## config.mk

```make
export PLATFORM = sky130hd
export DESIGN_NAME = led_cnt_multi
export DESIGN_NICKNAME = d
export VERILOG_FILES = /design/src/rtl/led_cnt_multi.sv
export SDC_FILE = /design/constraint.sdc
export NUM_CORES = 1
export LEC_CHECK = 0
export BUFFER_PORTS_ARGS = -buffer_cell sky130_fd_sc_hd__buf_2
export CORE_ASPECT_RATIO = 0.8
export CORE_MARGIN = 2
export CORE_UTILIZATION = 50
export CTS_BUF_LIST = sky130_fd_sc_hd__clkbuf_4
export CTS_CLUSTER_SIZE = 14
export DETAILED_ROUTE_END_ITERATION = 6
export GPL_ROUTABILITY_DRIVEN = 0
export PLACE_DENSITY = 0.67
export SLEW_MARGIN = 20
export SYNTH_ARGS = -nofsm -noshare
export SYNTH_HDL_FRONTEND = slang
export SYNTH_SLANG_ARGS = --single-unit
```

## constraint.sdc

```tcl
create_clock -name clk100 -period 9.86 [get_ports clk100]
set_input_delay 1.479 -clock clk100 [delete_from_list [all_inputs] [get_ports clk100]]
set_output_delay 1.479 -clock clk100 [all_outputs]
set_load 0.05 [all_outputs]
```

## src/rtl/led_cnt_multi.sv

```systemverilog
// led_cnt_multi: NCH independent LED rate channels with
// per-channel edge interrupts and a shared masked IRQ.
module led_cnt_multi #(
  parameter int NCH     = 4,
  parameter int CNT_1S  = 100_000_000,
  parameter int DIV_W   = 5,
  parameter int DIV_MAX = 20,
  parameter int CW      = 28,
  parameter int INT_W   = 11
) (
  input  logic                 clk100,
  input  logic                 rst_n,
  input  logic [NCH*DIV_W-1:0] div_i,
  input  logic [NCH*2-1:0]     mode_i,
  input  logic [NCH-1:0]       wren_i,
  input  logic [NCH-1:0]       int_en_i,
  input  logic [NCH-1:0]       int_clr_i,
  output logic [NCH-1:0]       led_o,
  output logic [NCH-1:0]       led_int_o,
  output logic [NCH-1:0]       int_sts_o,
  output logic                 irq_o
);

  typedef enum logic [1:0] {
    M_OFF  = 2'b00,
    M_TOG  = 2'b01,
    M_ONE  = 2'b10,
    M_HOLD = 2'b11
  } mode_e;

  localparam int IW = $clog2(INT_W + 1);
  localparam int NT = 2**DIV_W;

  // Terminal counts per divider code, fixed at elaboration.
  logic [CW-1:0] max_tab [NT];

  for (genvar i = 0; i < NT; i++) begin : g_tab
    localparam int D = (i == 0 || i > DIV_MAX) ? 1 : i;
    assign max_tab[i] = CW'(CNT_1S / D - 1);
  end

  logic [NCH-1:0] sts_v;
  logic           irq_q;

  for (genvar k = 0; k < NCH; k++) begin : g_ch
    logic [DIV_W-1:0] div_sh_q;
    mode_e            mode_q;
    mode_e            mode_p_q;
    logic [CW-1:0]    cnt_q;
    logic [CW-1:0]    cnt_max;
    logic             led_q;
    logic             led_dly_q;
    logic             run_q;
    logic             sts_q;
    logic [IW-1:0]    ic_q;
    logic             tc;
    logic             wr;
    logic             chg;
    logic             rise;

    assign cnt_max = max_tab[div_sh_q];
    assign tc      = cnt_q == cnt_max;
    assign wr      = wren_i[k];
    assign chg     = mode_q != mode_p_q;
    assign rise    = led_q & ~led_dly_q;

    always_ff @(posedge clk100 or negedge rst_n) begin
      if (!rst_n) begin
        div_sh_q  <= '0;
        mode_q    <= M_OFF;
        mode_p_q  <= M_OFF;
        cnt_q     <= '0;
        led_q     <= 1'b0;
        led_dly_q <= 1'b0;
        run_q     <= 1'b0;
        sts_q     <= 1'b0;
        ic_q      <= '0;
      end else begin
        mode_q    <= mode_e'(mode_i[2*k +: 2]);
        mode_p_q  <= mode_q;
        led_dly_q <= led_q;
        if (tc || wr)
          div_sh_q <= div_i[k*DIV_W +: DIV_W];

        if (chg) begin
          cnt_q <= '0;
          run_q <= 1'b0;
          unique case (mode_q)
            M_OFF:  led_q <= 1'b0;
            M_ONE:  led_q <= 1'b0;
            M_HOLD: led_q <= 1'b1;
            M_TOG:  ;
          endcase
        end else begin
          unique case (mode_q)
            M_OFF: begin
              cnt_q <= '0;
              led_q <= 1'b0;
            end
            M_HOLD: begin
              cnt_q <= '0;
              led_q <= 1'b1;
            end
            M_TOG: begin
              if (wr || tc) begin
                cnt_q <= '0;
                led_q <= ~led_q;
              end else begin
                cnt_q <= cnt_q + CW'(1);
              end
            end
            M_ONE: begin
              // Restart in RUN keeps led high for a fresh full period.
              if (!run_q) begin
                cnt_q <= '0;
                led_q <= wr;
                run_q <= wr;
              end else if (wr) begin
                cnt_q <= '0;
              end else if (tc) begin
                cnt_q <= '0;
                led_q <= 1'b0;
                run_q <= 1'b0;
              end else begin
                cnt_q <= cnt_q + CW'(1);
              end
            end
          endcase
        end

        if (rise)
          ic_q <= IW'(INT_W);
        else if (ic_q != '0)
          ic_q <= ic_q - IW'(1);

        if (rise)
          sts_q <= 1'b1;
        else if (int_clr_i[k])
          sts_q <= 1'b0;
      end
    end

    assign led_o[k]     = led_q;
    assign led_int_o[k] = ic_q != '0;
    assign sts_v[k]     = sts_q;
  end

  always_ff @(posedge clk100 or negedge rst_n) begin
    if (!rst_n)
      irq_q <= 1'b0;
    else
      irq_q <= |(sts_v & int_en_i);
  end

  assign int_sts_o = sts_v;
  assign irq_o     = irq_q;

endmodule

```

[Yosys cells after proc, flatten, opt, wreduce, memory -nomap -nowiden]
Memory sizes are Yosys's and may differ from the RTL's.
Cells that the tools add are included.
Storage, ports and cells
  register bits after elaboration: 181
  memory bits (read-only): 3584
  memories kept: 4
Cells by class
  add/subtract/negate cells: 8
  magnitude comparators: 4
  equality and inequality tests: 36
  muxes and demuxes: 96
  bitwise gates (word level): 17
  reductions and logical operators: 37
Memories
  (no name shown): words 32, width 28, rd ports 1, clocked after Yosys merged registers in 0, write ports 0, line 61  | assign cnt_max = max_tab[div_sh_q];
  (no name shown): words 32, width 28, rd ports 1, clocked after Yosys merged registers in 0, write ports 0, line 61
  (no name shown): words 32, width 28, rd ports 1, clocked after Yosys merged registers in 0, write ports 0, line 61
  (no name shown): words 32, width 28, rd ports 1, clocked after Yosys merged registers in 0, write ports 0, line 61
Operators by type and width (number)
  $mux 28: 28
  $pmux 28 s3: 4
  $add 28x1->28 const B: 4
  $eq 28x28->1: 4
  $mux 1: 48
  $mux 4: 8
  $ne 4x4->1 const B: 8
  $ge 6x6->1 const B: 4
  $not 5->6: 4
  $reduce_bool 2->1: 12
  $eq 2x2->1 const B: 8
  $pmux 1 s4: 4
  $reduce_and 4->1: 4
  $reduce_bool 4->1: 4
  $reduce_or 2->1: 8
  $sub 4x1->4 const B: 4
  $ne 3x2->1 const B: 4
  $ne 3x3->1 const B: 4
  $eq 2x1->1 const B: 4
  $logic_not 2->1: 4
  $ne 2x2->1: 4
  $not 1->1: 8
  $pmux 1 s2: 4
  $and 1x1->1: 4
  other kinds (3): 6

[Depth between registers and ports, before layout]
Gate-level depths: netlist of run 1.
  word-level depth: 10
  depth in mapped cells: 14

[Least setup slack after synthesis of run 1]
OpenSTA, ideal clock, no wires.
  kind: register to register
  start: reg g_ch[3].div_sh_q[1]
  end: reg g_ch[3].led_q
  library setup time: 87 ps
  arrival time: 3614 ps
  slack: 6159 ps
  cell stages (with the launch flop): 13
  buffers on the path: 2
  cells stage by stage: dfrtp_1 buf_2 buf_1 inv_1 ha_1 or2_1 a311o_1 nand3_1 o21ai_0 or4_1 or4_4 or4_1 o211ai_1
On the way
  word-level cells in the longest chain between the ends: 8
  elaborated cells between the ends (all ways): 9
  classes of those cells: 3 x eq/ne; 2 x mux; 1 x bitwise; 2 x reduce/logical; 1 x memory
Ends and longest elaborated chain
  start, declared: line 46  | logic [DIV_W-1:0] div_sh_q;
  start signal, assigned: line 83  | div_sh_q <= div_i[k*DIV_W +: DIV_W];
  $not 5->6 (implied by the code) (*): line 61
  $mem_v2 32x28 (*)
  $mux 28 (implied by the code) (*) (2 in a row): line 61
  $eq 28x28->1 (*): line 62  | assign tc = cnt_q == cnt_max;
  $logic_or 1x1->1: line 105  | if (wr || tc) begin
  $ne 3x3->1 (no line)
  $reduce_and 4->1 (no line) (*)
  end signal, assigned: line 107  | led_q <= ~led_q;
  end signal, assigned: line 116  | led_q <= wr;
  end, declared: line 51  | logic led_q;
Every way passes the cells marked *; elsewhere a longest branch is shown, timed or not. The select of a mux whose other input is x is not followed.
A chain may end at the register's enable or synchronous reset.

[Final worst setup path of run 1]
  start: reg g_ch[3].div_sh_q[1]
  end: reg g_ch[3].cnt_q[12]
On the way
  word-level cells in the longest chain between the ends: 10
  elaborated cells between the ends (all ways): 12
  classes of those cells: 1 x eq/ne; 8 x mux; 1 x bitwise; 1 x reduce/logical; 1 x memory
Ends and longest elaborated chain
  $not 5->6 (implied by the code) (*): line 61
  $mem_v2 32x28 (*)
  $mux 28 (implied by the code) (*) (2 in a row): line 61
  $eq 28x28->1 (*): line 62
  $mux 28: line 120  | end else if (tc) begin
  $mux 28: line 118  | end else if (wr) begin
  $mux 28: line 114  | if (!run_q) begin
  $pmux 28 s3 (*): line 95  | unique case (mode_q)
  $mux 28 (*): line 85  | if (chg) begin
  end signal, assigned: line 109  | cnt_q <= cnt_q + CW'(1);
  end signal, assigned: line 125  | cnt_q <= cnt_q + CW'(1);
  end, declared: line 49  | logic [CW-1:0] cnt_q;
Marks and branches as above.

==> results.md, run 1 <==
| Group | Metric | This run |
|---|---|---|
| outcome | Run status | finished clean |
| sta | Maximum operating frequency | 222 MHz |
| final layout | Proportion of layout cells with a drive suffix above 1 | 0.0973 |
| yosys | Most common cell in the netlist | sky130_fd_sc_hd__dfrtp_1 |
| routing | DRC violations left | 0 |
| yosys | Share of the synthesized netlist area taken by xor and xnor gates | 0.105 |
| routing | Wire length on met1 | 17200 um |
| sta | Total count of hold-check failures in the final report | 0 |
| global route | Leftover overflow at the end of global routing | 0 |
| final layout | Util after Layout | 0.529 |
| clock network | Number of buffers inserted to repair setup after CTS | 0 |
| critical path | Critical register-to-register path startpoint | g_ch[3].div_sh_q[1] |
| yosys | Share of cell area taken by muxes after synthesis | 0.0368 |
| pwr | Peak supply drop | 0.0921 mV |
| critical path | Type of destination of the critical path | register |
| critical path | Destination of the worst register-to-register timing path | g_ch[3].cnt_q[12] |
| critical path | Required time reported for the critical path endpoint | 10.33 ns |
| clock network | Cts bufs inserted | 17 |
| final layout | Growth of design area from synthesis to finish | 4.40% |
| global route | Number of global-route vias before repair | 11758 |
| yosys | Dominant combinational cell family by area after synthesis | simple AND/OR/NAND/NOR gates |
| die | Effective utilization at floorplan | 0.507 |
| sta | Worst hold margin | 0.489 ns |
| sta | Setup repair after global routing missed its margin | no |
| yosys | Number of flip-flops and latches in the synthesized netlist | 181 |
| yosys | Top cells by count, synth | sky130_fd_sc_hd__dfrtp_1, sky130_fd_sc_hd__nor2_1, sky130_fd_sc_hd__nand2_1 |
| clock network | Number of buffers between clock root and the deepest sink | 2 |
| routing | Met3 routed WL | 2530 um |
| clock network | Post-cts sizing count | 0 |
| yosys | Flip-flop cell with the highest count after synthesis | sky130_fd_sc_hd__dfrtp_1 |
| sta | Number of max-slew violations in the final report | 0 |
| yosys | Cell count after synthesis | 1705 |
| yosys | Share of synthesized cell area in full adder, half adder and majority cells | 0.0525 |
| yosys | Area share of the leading cell type in the synthesized netlist | 0.317 |
| yosys | Post-synthesis simple-gate area fraction | 0.279 |
| sta | Transition at the pin with the smallest max-transition slack | 0.965 ns |
| sta | Final setup violation count | 0 |
| routing | Number of vias in the routed layout | 12787 |
| routing | Final WL | 36300 um |
| critical path | Setup crit start kind | register |
| sta | Total Negative Setup Slacks | 0 ns |
| routing | Max Used Layer | met4 |
| critical path | Arrival time worst endpoint | 4.97 ns |
| job | Number of max-capacitance violations reported | 0 |
| critical path | Worst setup endpoint | g_ch[3].cnt_q[12] |
| critical path | Cell-by-cell trace of the critical path | inv_1, ha_1, or2_1, a21oi_1, or3_1, nand3_1, or4b_1, or4_4, nor2_1, buf_4, nor3_1 |
| final layout | Count of non-filler cells in the finished layout | 2067 |
| yosys | Post-synthesis compound-gate area fraction | 0.158 |
| place | DP HPWL | 26100 um |
| sta | Worst clock skew on the final layout | 0.0224 ns |
| place | Cell area after placement | 14600 um^2 |
| min path | Path type of the worst min-delay path | reg2reg |
| yosys | Area leader, netlist | sky130_fd_sc_hd__dfrtp_1 |
| clock network | Hold bufs inserted after CTS | 0 |
| die | Die boundary width | 193 um |
| critical path | Slack of the worst reg-to-reg path | 5.37 ns |
| critical path | Critical path's largest stage delay | 0.93 ns |
| clock network | Clock Root Buffer | sky130_fd_sc_hd__clkbuf_4 |
| clock network | Clock latency on the worst-skew pair | 0.62 ns |
| critical path | Beginning of the critical path | g_ch[3].div_sh_q[1] |
| critical path | Critical setup path kind | reg2reg |
| routing | Routed via count divided by cell count | 6.19 |
| yosys | Net count of the mapped netlist | 1807 |
| clock network | Clock tree from TritonCTS | built |
| clock network | Clock net sink count | 181 |
| final layout | Finished layout cell area | 14900 um^2 |
| critical path | FF-to-FF path depth | 11 |
| final layout | Fillers | 2659 |
| die | Area of the die | 30000 um^2 |
| global route | Initial antenna violation count | 1 |
| routing | Detail Route met2 WL | 16000 um |
| global route | Largest net degree at the start of global routing | 106 |
| place | Number of placed instances with taps included | 2034 |
| routing | Wirelength per Cell | 17.6 um |
| sta | Worst slew margin | 0.356 |
| global route | First-pass GRT wire length | 60200 um |
| yosys | FFs w/ async S/R, synth | 1.00 |
| routing | Count of nets left with antenna violations after detail routing | 0 |
| die | Cell Rows | 55 |
| global route | Total global-route track usage | 0.247 |
| place | I/O Buffers | 54 |
| yosys | Avg Inst Size Synth | 8.39 um^2 |
| routing | Length of the first detailed-routing pass in iterations | 7 |
| die | I/O Pins | 55 |
| pwr | Leak | 0.00596 uW |
| yosys | Top cells by area, synth | sky130_fd_sc_hd__dfrtp_1, sky130_fd_sc_hd__xor2_1, sky130_fd_sc_hd__ha_1 |
| final layout | Net total in the final layout | 1785 |
| pwr | Power per standard cell area | 130 nW/um^2 |
| yosys | Yosys Warn Count | 0 |
| sta | Post-route minimum period | 4.49 ns |
| die | Vertical extent of the die | 155 um |
| critical path | Biggest fanout along the worst timing path | 27 |
| die | Placeable core region | 28200 um^2 |
| sta | Period utilization | 0.456 |
| yosys | Post-Synthesis Cell Area | 14300 um^2 |
| yosys | Number of synthesized flops with an enable pin | 0 |
| yosys | Sequential-to-total area share from yosys stat | 0.317 |
| routing | Initial DRC Count | 1487 |
| clock network | H-tree level count | 4 |
| yosys | Cell variety after synth | 77 |
| critical path | Crit-path slowest cell | sky130_fd_sc_hd__dfrtp_1 |
| clock network | Reg clk slew, reported paths | 0.15 ns |
==> cell families (layout without fill, tap and decap cells) <==
kind of cell    Yosys count  in the layout
fa+ha+maj                60             60
compound gates          332            332
buf+inv                 172            163
flops                   181            181
simple gates            740            740
mux                      49             49
xor+xnor                171            171
other cells               0              1
==> critical path, delay by kind of cell (launching register included) <==
kind	cells	cell delay, ns
simple gates	7	2.12
fa+ha+maj	1	0.38
compound gates	1	0.35
buf+inv	2	0.58
flops	1	0.93
==> power by group <==
group	switching, uW	internal [uW]
logic	382	247
clock network	286	155
registers	71.7	798
total	740	1200
==> flip-flops by register name (all words and copies together), names as in the netlist <==
register and cells:
g_ch.mode_p_q 8, g_ch.led_q 4, irq_o 1, g_ch.run_q 4, g_ch.div_sh_q 20, g_ch.ic_q 16, g_ch.sts_q 4, g_ch.led_dly_q 4
g_ch.cnt_q 112, g_ch.mode_q 8
==> worst min path at each step <==
| stage | from | to | slack (ns) | cells after the start |
|---|---|---|---|---|
| final | g_ch[2].led_q | g_ch[2].led_dly_q | 0.49 | 0 |
| after global routing | g_ch[2].led_q | g_ch[2].led_dly_q | 0.50 | 0 |
| after CTS | g_ch[2].led_q | g_ch[2].led_dly_q | 0.50 | 0 |
| after detailed placement | g_ch[2].led_q | g_ch[2].led_dly_q | 0.46 | 0 |
| after global placement | g_ch[2].led_q | g_ch[2].led_dly_q | 0.45 | 0 |
| after floorplan | g_ch[3].led_q | g_ch[3].led_dly_q | 0.41 | 0 |
==> cell type report <==
type / instances / area (um^2) / area share
antenna: 1 / 2.50 / 0.000168
sequential: 181 / 4530 / 0.303
tap: 370 / 463 / 0.0310
inverter: 64 / 240 / 0.0161
clock inverter: 14 / 150 / 0.0101
multi-input combinational: 1352 / 9030 / 0.605
clock buffer: 18 / 135 / 0.00905
timing repair buffer: 67 / 380 / 0.0255
==> per-layer routing <==
layer | track usage | vias to the layer above
li1 | - | 6055
met1 | 0.369 | 6169
met2 | 0.367 | 504
met3 | 0.0456 | 59
met4 | 0.0577 | 0
met5 | 0 | -
==> cells in the final DEF (no fill, tap or decap), types with 60 or more instances in the layout <==
cell	netlist	layout
sky130_fd_sc_hd__nor2_1	176	176
sky130_fd_sc_hd__nand3_1	75	74
sky130_fd_sc_hd__inv_1	62	62
sky130_fd_sc_hd__xor2_1	94	94
sky130_fd_sc_hd__o21ai_0	64	64
sky130_fd_sc_hd__xnor2_1	77	77
sky130_fd_sc_hd__ha_1	60	60
sky130_fd_sc_hd__a21oi_1	72	72
sky130_fd_sc_hd__dfrtp_1	181	180
sky130_fd_sc_hd__nand2_1	107	107
==> through the flow <==
stage	setup WS [ns]	total power, uW
6_report	5.37	1940
5_1_grt	5.11	2060
4_1_cts	5.47	1950
3_5_place_dp	5.49	1500
3_3_place_gp	5.61	1490
2_1_floorplan	6.16	1360
No activity file was read; power rests on OpenSTA's default activity.
==> run 2: changes to the inputs <==
--- a/config.mk
+++ b/config.mk
@@ -13,7 +13,7 @@
 export CTS_CLUSTER_SIZE = 14
 export DETAILED_ROUTE_END_ITERATION = 6
 export GPL_ROUTABILITY_DRIVEN = 0
-export PLACE_DENSITY = 0.67
+export PLACE_DENSITY = 0.69
 export SLEW_MARGIN = 20
 export SYNTH_ARGS = -nofsm -noshare
 export SYNTH_HDL_FRONTEND = slang
==> constraint.sdc (replaced) <==
create_clock -name clk100 -period 3.7 [get_ports clk100]
set_input_delay 0.555 -clock clk100 [delete_from_list [all_inputs] [get_ports clk100]]
set_output_delay 0.555 -clock clk100 [all_outputs]
set_load 0.05 [all_outputs]
==> run 2 against run 1 <==
Count of clock-buffer cells in the layout shrank 1; sequential power rose to 2.6 times the previous value; final area up 2.8%; combinational power grew to 2.8 times the previous value; critical endpoint is now g_ch[3].div_sh_q[0].
==> results.md, run 2 (synthesis gave the netlist of run 1 again) <==
| Group | Metric | This run |
|---|---|---|
| outcome | Run status | finished clean |
| critical path | CP top delay family | simple AND/OR/NAND/NOR gates |
| die | I/O Pins | 55 |
| clock network | Reg clk slew, reported paths | 0.16 ns |
| final layout | Max FFs per register | 112 |
| pwr | Proportion of power drawn by flip-flops and latches | 0.433 |
| final layout | Growth of design area from synthesis to finish | 7.31% |
| critical path | Setup crit start kind | register |
| final layout | Net total in the final layout | 1830 |
| die | Area of the die | 30000 um^2 |
| place | I/O Buffers | 54 |
| job | Number of max-capacitance violations reported | 0 |
| clock network | H-tree level count | 4 |
| die | Cell Rows | 55 |
| final layout | Register containing the most flip-flops in the final layout | g_ch.cnt_q |
| die | Die boundary width | 193 um |
| critical path | Cell-by-cell trace of the critical path | buf_4, ha_1, nor4b_1, xor2_1, nand4bb_1, or4_1, nor4_1, a31o_2, mux2_2 |
| critical path | Type of destination of the critical path | register |
| place | DP HPWL | 27400 um |
| critical path | Required time reported for the critical path endpoint | 4.18 ns |
| final layout | Most common cell after layout, fill and taps aside | sky130_fd_sc_hd__dfrtp_1 |
| clock network | Number of buffers between clock root and the deepest sink | 2 |
| pwr | Fraction of power consumed by combinational cells | 0.334 |
| sta | Worst clock skew on the final layout | 0.0309 ns |
| clock network | Clock tree from TritonCTS | built |
| critical path | Critical setup path kind | reg2reg |
| final layout | Proportion of layout cells with a drive suffix above 1 | 0.120 |
| pwr | Peak supply drop | 0.314 mV |
| critical path | Crit-path slowest cell | sky130_fd_sc_hd__or4_1 |
| global route | Leftover overflow at the end of global routing | 0 |
| final layout | Largest registers | g_ch.cnt_q: 112 flops, g_ch.div_sh_q: 20 flops, g_ch.ic_q: 16 flops |
| clock network | Clock net sink count | 181 |
| global route | Initial antenna violation count | 1 |
| global route | Total global-route track usage | 0.251 |
| sta | Maximum operating frequency | 283 MHz |
| routing | Length of the first detailed-routing pass in iterations | 6 |
| global route | Number of global-route vias before repair | 11689 |
| pwr | Leak | 0.00621 uW |
| min path | Path type of the worst min-delay path | in2reg |
| routing | DRC violations left | 0 |
| global route | Largest net degree at the start of global routing | 80 |
| critical path | Arrival time worst endpoint | 4.01 ns |
| sta | Post-route minimum period | 3.53 ns |
| routing | Number of vias in the routed layout | 12960 |
| sta | Number of max-slew violations in the final report | 0 |
| sta | Total Negative Setup Slacks | 0 ns |
| sta | Period utilization | 0.955 |
| die | Vertical extent of the die | 155 um |
| sta | Total count of hold-check failures in the final report | 0 |
| routing | Wirelength per Cell | 17.7 um |
| clock network | Clock Root Buffer | sky130_fd_sc_hd__clkbuf_4 |
| sta | Setup repair after global routing missed its margin | no |
| global route | First-pass GRT wire length | 60800 um |
| sta | Final setup violation count | 0 |
| pwr | Switch share | 0.376 |
| pwr | Net switching power of the design | 2000 uW |
| pwr | Power per standard cell area | 346 nW/um^2 |
| routing | Initial DRC Count | 1701 |
| pwr | Relative contribution of the clock network to total power | 0.233 |
| critical path | Critical path's largest stage delay | 0.54 ns |
| sta | Worst slew margin | 0.401 |
| critical path | Critical path buffers and inverters | 1 |
| routing | Count of nets left with antenna violations after detail routing | 0 |
| pwr | Internal Dissipation | 3320 uW |
| die | Effective utilization at floorplan | 0.507 |
| clock network | Cts bufs inserted | 17 |
| routing | Routed via count divided by cell count | 6.14 |
| sta | Transition at the pin with the smallest max-transition slack | 0.896 ns |
| clock network | Clock latency on the worst-skew pair | 0.59 ns |
| final layout | Util after Layout | 0.544 |
| routing | Final WL | 37300 um |
| critical path | Biggest fanout along the worst timing path | 14 |
| die | Placeable core region | 28200 um^2 |
| final layout | Commonest cells after routing, fill and taps aside | sky130_fd_sc_hd__dfrtp_1, sky130_fd_sc_hd__nor2_1, sky130_fd_sc_hd__nand2_1 |
[run 2: power by group through the flow]
| stage | clock network (uW) | logic, uW | registers [uW] |
|---|---|---|---|
| after floorplan | 0 | 1350 | 2270 |
| after global placement | 0 | 1710 | 2330 |
| after detailed placement | 0 | 1730 | 2340 |
| after CTS | 1280 | 1740 | 2300 |
| after global routing | 1360 | 1940 | 2330 |
| final | 1240 | 1770 | 2300 |
[run 2: worst register-to-register path: stages (launching register included)]
cell and delay [ns]:
sky130_fd_sc_hd__dfrtp_1 0.40, sky130_fd_sc_hd__buf_4 0.21, sky130_fd_sc_hd__ha_1 0.42, sky130_fd_sc_hd__nor4b_1 0.37
sky130_fd_sc_hd__xor2_1 0.21, sky130_fd_sc_hd__nand4bb_1 0.23, sky130_fd_sc_hd__or4_1 0.54, sky130_fd_sc_hd__nor4_1 0.33
sky130_fd_sc_hd__a31o_2 0.37, sky130_fd_sc_hd__mux2_2 0.37
[run 2: per-stage QoR]
step	setup WS (ns)	cells	instance area, um^2	total power (uW)	hold slack (ns)
6_report	0.167	2112	15400	5320	0.0674
5_1_grt	0.00862	2112	15400	5630	0.00212
4_1_cts	0.291	2111	15300	5320	0.00934
3_5_place_dp	0.311	2078	15000	4070	0.472
3_3_place_gp	0.368	2078	15000	4040	0.460
2_1_floorplan	0.132	1705	14300	3620	0.259
[run 2: layout make-up]
| cell class | instances | area, um^2 |
|---|---|---|
| multi-input cells | 1352 | 9030 |
| flip-flops and latches | 181 | 4530 |
| repair buffers | 112 | 779 |
| well taps | 370 | 463 |
| inverters | 64 | 240 |
| clock inverters | 15 | 175 |
| clock buffers | 17 | 128 |
| diodes | 1 | 2.50 |
| fillers | 2611 | 12900 |
[run 2: final timing paths]
check / end / slack [ns] / cells past startpoint / from
setup reg to reg: g_ch[3].div_sh_q[0] / 0.17 / 9 / g_ch[3].div_sh_q[1]
min in group asynchronous: g_ch[2].cnt_q[6] / 0.54 / 2 / rst_n
hold / removal: g_ch[3].mode_q[1] / 0.07 / 1 / mode_i[7]
hold reg to reg: g_ch[2].mode_p_q[1] / 0.51 / 0 / g_ch[2].mode_q[1]
setup / recovery: g_ch[3].div_sh_q[0] / 0.17 / 9 / g_ch[3].div_sh_q[1]
max in group asynchronous: g_ch[1].cnt_q[18] / 2.18 / 3 / rst_n
[run 2: repair_timing]
action / 4_1_cts / 5_1_grt
resized for setup: 0 / 4
hold endpoints to repair: 58 / 0
buffers inserted: 0 / 0
hold buffers: 1 / 0
endpoints found under the setup margin: 0 / 34
[run 2: routing by layer]
layer,GRT usage,vias up,share of wire
met2,0.367,603,0.43
met5,0,-,0
met1,0.376,6129,0.47
met4,0.0649,0,0.020
met3,0.0480,79,0.084
li1,-,6149,-
